<file path="src/rtl/pc_unit_if.sv">
// Control/data bundle between the decode/execute side and the PC unit.
interface pc_unit_if #(
  parameter int WIDTH     = 32,
  parameter int CNT_WIDTH = 16
);
  logic                 stall;
  logic                 branch_taken;
  logic [WIDTH-1:0]     ImmOp;
  logic                 jalr;
  logic [WIDTH-1:0]     jalr_base;
  logic                 trap;
  logic [WIDTH-1:0]     trap_vector;
  logic [WIDTH-1:0]     PC;
  logic [WIDTH-1:0]     PC_plus4;
  logic                 redirect_pending;
  logic                 misaligned;
  logic [CNT_WIDTH-1:0] fetch_count;

  // Requester side: drives control and redirect operands, observes PC state.
  modport master (
    output stall, branch_taken, ImmOp, jalr, jalr_base, trap, trap_vector,
    input  PC, PC_plus4, redirect_pending, misaligned, fetch_count
  );

  // PC unit side.
  modport slave (
    input  stall, branch_taken, ImmOp, jalr, jalr_base, trap, trap_vector,
    output PC, PC_plus4, redirect_pending, misaligned, fetch_count
  );
endinterface

</file>
<file path="src/rtl/pc_unit.sv">
// Program counter with priority redirect (trap > jalr > branch), a one-entry
// redirect buffer that holds a target raised while stalled, and a saturating
// fetch counter.
module pc_unit #(
  parameter int               WIDTH        = 32,
  parameter logic [WIDTH-1:0] RESET_VECTOR = '0,
  parameter int               CNT_WIDTH    = 16
) (
  input logic         clk,
  input logic         rst,
  pc_unit_if.slave    bus
);

  typedef enum logic {IDLE = 1'b0, HELD = 1'b1} buf_state_e;

  buf_state_e           state_q;
  logic [WIDTH-1:0]     pc_q, pc_d;
  logic [WIDTH-1:0]     buf_q;
  logic [CNT_WIDTH-1:0] cnt_q;

  logic                 redir;
  logic [WIDTH-1:0]     tgt;
  logic [WIDTH-1:0]     jalr_tgt;

  assign redir    = bus.trap | bus.jalr | bus.branch_taken;
  assign jalr_tgt = (bus.jalr_base + bus.ImmOp) & ~{{(WIDTH-1){1'b0}}, 1'b1};

  // Fixed-priority target select among this cycle's redirect requests.
  always_comb begin
    tgt = pc_q + bus.ImmOp;
    if (bus.trap)      tgt = bus.trap_vector;
    else if (bus.jalr) tgt = jalr_tgt;
  end

  // Next PC when not stalled: fresh redirect beats buffered one beats +4.
  always_comb begin
    pc_d = pc_q + WIDTH'(4);
    if (redir)                pc_d = tgt;
    else if (state_q == HELD) pc_d = buf_q;
  end

  // PC, buffer FSM and fetch counter; reset overrides stall and redirects.
  always_ff @(posedge clk) begin
    if (rst) begin
      pc_q    <= RESET_VECTOR;
      buf_q   <= '0;
      state_q <= IDLE;
      cnt_q   <= '0;
    end else if (!bus.stall) begin
      pc_q    <= pc_d;
      state_q <= IDLE;
      if (cnt_q != '1) cnt_q <= cnt_q + CNT_WIDTH'(1);
    end else if (redir) begin
      // Latest redirect within a stall overwrites any earlier one.
      buf_q   <= tgt;
      state_q <= HELD;
    end
  end

  assign bus.PC               = pc_q;
  assign bus.PC_plus4         = pc_q + WIDTH'(4);
  assign bus.redirect_pending = (state_q == HELD);
  assign bus.misaligned       = (pc_q[1:0] != 2'b00);
  assign bus.fetch_count      = cnt_q;

endmodule

</file>
<file path="src/flat_wrapper.sv">
// flat-port wrapper written by rule: the top's interface ports become plain ports
module pc_unit_flat 
#(
  parameter int               WIDTH        = 32,
  parameter logic [WIDTH-1:0] RESET_VECTOR = '0,
  parameter int               CNT_WIDTH    = 16
)
  (clk, rst, bus_stall, bus_branch_taken, bus_ImmOp, bus_jalr, bus_jalr_base, bus_trap, bus_trap_vector, bus_PC, bus_PC_plus4, bus_redirect_pending, bus_misaligned, bus_fetch_count);
  pc_unit_if #(.WIDTH(WIDTH), .CNT_WIDTH(CNT_WIDTH)) bus_i ();
  input logic clk;
  input logic rst;
  input wire logic [$bits(bus_i.stall)-1:0] bus_stall;
  input wire logic [$bits(bus_i.branch_taken)-1:0] bus_branch_taken;
  input wire logic [$bits(bus_i.ImmOp)-1:0] bus_ImmOp;
  input wire logic [$bits(bus_i.jalr)-1:0] bus_jalr;
  input wire logic [$bits(bus_i.jalr_base)-1:0] bus_jalr_base;
  input wire logic [$bits(bus_i.trap)-1:0] bus_trap;
  input wire logic [$bits(bus_i.trap_vector)-1:0] bus_trap_vector;
  output wire logic [$bits(bus_i.PC)-1:0] bus_PC;
  output wire logic [$bits(bus_i.PC_plus4)-1:0] bus_PC_plus4;
  output wire logic [$bits(bus_i.redirect_pending)-1:0] bus_redirect_pending;
  output wire logic [$bits(bus_i.misaligned)-1:0] bus_misaligned;
  output wire logic [$bits(bus_i.fetch_count)-1:0] bus_fetch_count;
  assign bus_i.stall = bus_stall;
  assign bus_i.branch_taken = bus_branch_taken;
  assign bus_i.ImmOp = bus_ImmOp;
  assign bus_i.jalr = bus_jalr;
  assign bus_i.jalr_base = bus_jalr_base;
  assign bus_i.trap = bus_trap;
  assign bus_i.trap_vector = bus_trap_vector;
  assign bus_PC = bus_i.PC;
  assign bus_PC_plus4 = bus_i.PC_plus4;
  assign bus_redirect_pending = bus_i.redirect_pending;
  assign bus_misaligned = bus_i.misaligned;
  assign bus_fetch_count = bus_i.fetch_count;
  pc_unit #(.WIDTH(WIDTH), .RESET_VECTOR(RESET_VECTOR), .CNT_WIDTH(CNT_WIDTH)) u_core (.clk(clk), .rst(rst), .bus(bus_i));
endmodule
</file>
<file path="config.mk">
export PLATFORM = sky130hd
export DESIGN_NAME = pc_unit_flat
export DESIGN_NICKNAME = d
export VERILOG_FILES = /design/src/rtl/pc_unit_if.sv /design/src/rtl/pc_unit.sv /design/src/flat_wrapper.sv
export SDC_FILE = /design/constraint.sdc
export NUM_CORES = 1
export LEC_CHECK = 0
export CAP_MARGIN = 20
export CORE_ASPECT_RATIO = 1.5
export CORE_MARGIN = 2
export CORE_UTILIZATION = 30
export CTS_CLUSTER_DIAMETER = 30
export DETAILED_ROUTE_END_ITERATION = 7
export PLACE_DENSITY = 0.62
export REMOVE_ABC_BUFFERS = 1
export SYNTH_ARGS = -nofsm -noshare
export SYNTH_HDL_FRONTEND = slang
export SYNTH_SLANG_ARGS = --single-unit
</file>
<file path="constraint.sdc">
create_clock -name clk -period 6 [get_ports clk]
set_input_delay 0.9 -clock clk [delete_from_list [all_inputs] [get_ports clk]]
set_output_delay 0.9 -clock clk [all_outputs]
set_load 0.005 [all_outputs]
</file>
=== After elaboration in Yosys (flattened, before gate mapping) ===
Cells that the tools add are included.

* Flip-flop bits (word level): 81
* Input port bits: 102
* Output and inout port bits: 82
* Word-level logic and storage cells: 20

* Add/sub/neg operators: 4
* Eq/ne operators: 1
* Mux-type cells: 4
* Bitwise gates (word level): 3
* Reduce and logical (&&, ||, !) cells: 4

{| class="wikitable"
|+ Operators with widths
! kind !! number
|-
| 32-bit two-way mux || 4
|-
| 32-bit adder || 2
|-
| 32-bit by 3-bit adder with 32-bit output (second input constant) || 1
|-
| 16-bit by 1-bit adder with 16-bit output (second input constant) || 1
|-
| 16-bit != test (second input constant) || 1
|-
| 2-bit AND reduction || 2
|-
| 1-bit OR || 2
|-
| 2-bit nonzero test || 1
|-
| 2-bit OR reduction || 1
|-
| 1-bit NOT || 1
|}

=== Longest topological paths before layout ===
* Depth after elaboration: 4
* Depth in mapped cells: 11
* Depth with buffers taken out: 11

=== Worst setup path after synthesis ===
Ideal clock, no wire load.

* Path type: in2reg
* From: in bus_ImmOp[0]
* To: reg u_core.pc_q[20], in the netlist u_core.bus.PC[20]
* Setup time: 0.116 ns
* Data arrival time: 3.383 ns
* Required time: 5.884 ns
* Slack: 2.500 ns
* Stages on the path: 11
* Path buffers: 0
* Cells stage by stage: ha_1 > fa_1 > a211oi_2 > o21bai_1 > a21o_1 > a2111o_1 > nand4_1 > mux2_2 > a211oi_1 > o2111ai_1 > o211a_1

* Longest elaborated chain between the ends: 4
* Elaborated cells on any way between the ends: 5
* Those cells by class: add/sub (2); mux (3)

{| class="wikitable"
|+ RTL lines
! item !! RTL line !! source
|-
| start: declaration || flat_wrapper.sv:14 || <nowiki>input wire logic [$bits(bus_i.ImmOp)-1:0] bus_ImmOp;</nowiki>
|-
| 32-bit adder (on tied branches) || pc_unit.sv:30, pc_unit.sv:26 ||
|-
| 32-bit two-way mux (*) || pc_unit.sv:32 || <nowiki>else if (bus.jalr) tgt = jalr_tgt;</nowiki>
|-
| 32-bit two-way mux (*) || pc_unit.sv:31 || <nowiki>if (bus.trap) tgt = bus.trap_vector;</nowiki>
|-
| 32-bit two-way mux (*) || pc_unit.sv:38 || <nowiki>if (redir) pc_d = tgt;</nowiki>
|-
| end signal: assignment || pc_unit.sv:50 || <nowiki>pc_q <= pc_d;</nowiki>
|-
| end: declaration || pc_unit.sv:17 || <nowiki>logic [WIDTH-1:0] pc_q, pc_d;</nowiki>
|}

Mark *: on every way between the ends. The rest lies on a longest branch, timed or not.
A chain may end at the register's enable or synchronous reset.

=== Worst setup path in the final report ===
* From: reg u_core.pc_q[4], in the netlist u_core.bus.PC[4]
* To: out bus_PC_plus4[26]

* Longest elaborated chain between the ends: 1

{| class="wikitable"
|+ RTL lines
! item !! RTL line !! source
|-
| 32-bit by 3-bit adder with 32-bit output || pc_unit.sv:61 || <nowiki>assign bus.PC_plus4 = pc_q + WIDTH'(4);</nowiki>
|-
| end: declaration || flat_wrapper.sv:20 || <nowiki>output wire logic [$bits(bus_i.PC_plus4)-1:0] bus_PC_plus4;</nowiki>
|}

Every way passes these cells.

==> reports/metrics.csv <==
stage,metric,value,unit
floorplan,die width,142,µm
clocking,root buffer selected by CTS,clkbuf_16,
floorplan,IO Pins,184,
clocking,Hold Buf Count CTS,0,
yosys,Synth Register Bits,81,
timing,Final Hold Slack,0.451,ns
layout,"commonest cells after routing, fill and taps aside","181 x clkdlybuf4s50_1, 126 x nand2_1, 120 x a21oi_1",
power,leakage power,4.29,nW
drt,drc violations,0,
global_route,antenna violations before repair,0,
yosys,library cells used by synthesis,89,
layout,post-route insts no fill,1652,
clocking,worst-skew pair later-pin latency,0.35,ns
drt,final wirelength,33800,µm
power,Peak supply drop,0.000138,V
setup_path,cells on worst reg2reg path,11,
clocking,CTS clock-pin slew for the worst setup and hold paths,0.06,ns
setup_path,CP endpoint kind,output pin,
yosys,sequential share of the synthesized area,18.9,%
timing,Final Skew,0.0106,ns
yosys,Syn. warnings,0,
drt,Routed wire per std cell,20.5,µm
layout,diodes inserted,0,
setup_path,path type of the worst setup path,flip-flop to output pin,
layout,Layout area overhead,26.9,%
global_route,first-pass GRT wire length,51400,µm
global_route,final global-route overflow total,0,
timing,final setup fails,0,
place,hpwl dp,26200,µm
power,switching part of the total,37.0,%
place,placer congestion estimate,0.940,
floorplan,Row Count,75,
clocking,Post-CTS Setup Inserts,0,
worst_hold_path,Worst Hold Class,flip-flop to flip-flop,
yosys,mapped cell area,8580,µm²
setup_path,worst-path maximum fanout,7,
clocking,H-Tree Depth,3,
timing,Max Slew Vio Count,0,
power,PD cells,195,nW/µm²
timing,Hold Fails Final Rpt,0,
job,max-capacitance violation count,0,
timing,Final min period,4.15,ns
power,net switching power,0.786,mW
yosys,"EDFF count, synth",0,
run_status,status,"complete, no violations",
floorplan,die area,30000,µm²
power,Clk network pwr share,27.1,%
clocking,largest buffer count on any clock path,2,
clocking,CTS tree,built,
timing,Post-Route Setup TNS,0,ns
power,sequential power share,30.0,%
drt,Detail Route Antenna Nets,0,
clocking,Inserted Clock Buffers,9,
global_route,GRT Total Usage,22.2,%
drt,Via-to-Cell Ratio,5.76,
global_route,largest net degree at the start of global routing,74,
layout,Layout Nets,1468,
timing,final worst-path cycle share,69.2,%
worst_hold_path,hold path depth,2,
timing,RSZ-0062 raised after global routing,false,
floorplan,Initial Util,30.6,%
clocking,CTS resizes,0,
floorplan,standard cell core area,28100,µm²
yosys,Post-synth ARST share,0,%
power,Comb pwr share,42.9,%
setup_path,WP data arrival,3.25,ns
drt,drt initial violations,561,
setup_path,CP Launch Type,flip-flop,
global_route,vias in the first global route,9060,
layout,"commonest non-fill, non-tap cell in the layout",clkdlybuf4s50_1,
drt,DRT Pass-1 Iters,7,
layout,share of cells above drive strength 1,6.13,%
place,Inst Count DP,1636,
timing,Slew headroom,41.0,%
yosys,mean area per synthesized cell,7.41,µm²
setup_path,Crit path required time,5.10,ns
timing,worst-margin pin slew,0.877,ns
yosys,Most used DFF post-synth,dfxtp_1,
layout,Filler cells,2908,
clocking,clk sinks,81,
yosys,Gate Count Post-Synth,1158,
place,number of port buffers,183,
floorplan,die height,211,µm
drt,DR vias,9515,
timing,maximum clock frequency,0.241,GHz
layout,Final Util,38.8,%
power,cell internal pwr,1.34,mW
[per-layer routing]
| metal | GRT usage, % | vias to the layer above | share of wire (%) |
|---|---|---|---|
| met3 | 3.40 | 53 | 5.7 |
| met1 | 26.2 | 4535 | 40 |
| met2 | 40.2 | 352 | 50 |
| met4 | 7.97 | 0 | 3.7 |
| met5 | 0 | - | 0 |
| li1 | - | 4575 | - |
[cells by family (layout without fill, tap and decap cells)]
| group | Yosys count | in the layout | synth area share (%) |
|---|---|---|---|
| xor gates and xnor gates | 75 | 75 | 7.66 |
| muxes | 32 | 32 | 3.95 |
| adders and majority gates | 65 | 65 | 9.65 |
| DFF | 81 | 81 | 18.9 |
| buffers and inverters | 102 | 250 | 5.76 |
| AOI/OAI and AO/OA | 392 | 392 | 31.0 |
| and+or+nand+nor | 411 | 411 | 23.1 |
[registers in the layout (all words and copies together), names as in the netlist]
register and cells:
u_core.bus.redirect_pending 1, u_core.bus.fetch_count 16, u_core.bus.PC 32, u_core.buf_q 32
[through the flow]
step | cell area, µm² | setup slack (ns) | power [mW]
after CTS | 10900 | 1.87 | 2.13
after global routing | 10900 | 1.60 | 2.25
after detailed placement | 10600 | 1.71 | 1.55
after floorplan | 8230 | 2.48 | 1.17
after global placement | 10600 | 1.77 | 1.55
final | 10900 | 1.85 | 2.12
[power groups by stage]
| stage | Combinational (mW) | Sequential, mW | Clock, mW |
|---|---|---|---|
| final | 0.911 | 0.638 | 0.575 |
| after global routing | 0.993 | 0.642 | 0.612 |
| after floorplan | 0.540 | 0.630 | 0 |
| after detailed placement | 0.902 | 0.649 | 0 |
| after CTS | 0.907 | 0.637 | 0.586 |
| after global placement | 0.898 | 0.648 | 0 |
[critical path, stage by stage (launching register included)]
cell and delay, ns:
dfxtp_1 0.54, and3_1 0.29, nand3_1 0.22, nor4_1 0.79
nand2_1 0.15, xnor2_1 0.34, clkdlybuf4s50_1 0.58
[path summary, 6_finish.rpt]
path / start / to / slack [ns]
min reg2reg: u_core.buf_q[31] / u_core.buf_q[31] / 0.45
max reg2reg: u_core.bus.PC[0] / u_core.bus.PC[30] / 2.75
max: u_core.bus.PC[4] / bus_PC_plus4[26] / 1.85
min: u_core.buf_q[31] / u_core.buf_q[31] / 0.45
[cell usage after synthesis (4+ instances only)]
cell	n	area, µm²
and2_1	7	43.8
a211o_1	5	43.8
o211a_1	5	50.1
ha_1	63	788
a21oi_1	120	601
o31ai_1	5	37.5
dfxtp_1	81	1620
o41ai_1	4	35.0
buf_1	4	15.0
clkbuf_1	40	150
inv_1	36	135
nand4_1	23	144
o211ai_1	15	113
xnor2_1	51	447
nor3b_1	5	37.5
clkbuf_8	7	96.3
nand2_1	126	473
o21ai_1	6	30.0
o21bai_1	7	52.6
a211oi_1	25	188
o21a_1	14	105
or3_1	11	68.8
and3_1	13	81.3
nand2b_1	9	56.3
nor2_1	102	383
nor4_1	9	56.3
mux2_2	15	169
a21o_1	40	300
nor2b_1	8	50.1
a2111o_1	4	45.0
and4_1	8	70.1
nand3_1	39	195
a221oi_1	9	78.8
buf_2	8	40.0
a31oi_1	12	75.1
xor2_1	24	210
o21ai_0	64	320
nor3_1	30	150
mux2i_1	17	170
nand3b_1	5	37.5
o22ai_1	7	43.8
[cell type report]
class / count / area (µm²) / share of cell area (%)
clock inverter: 3 / 47.5 / 0.436
inverter: 37 / 139 / 1.27
clock buffer: 13 / 260 / 2.39
sequential: 81 / 1620 / 14.9
timing repair buffer: 197 / 1930 / 17.7
tap: 346 / 433 / 3.97
multi-input combinational: 975 / 6460 / 59.4
(Power assumes the default switching activity.)
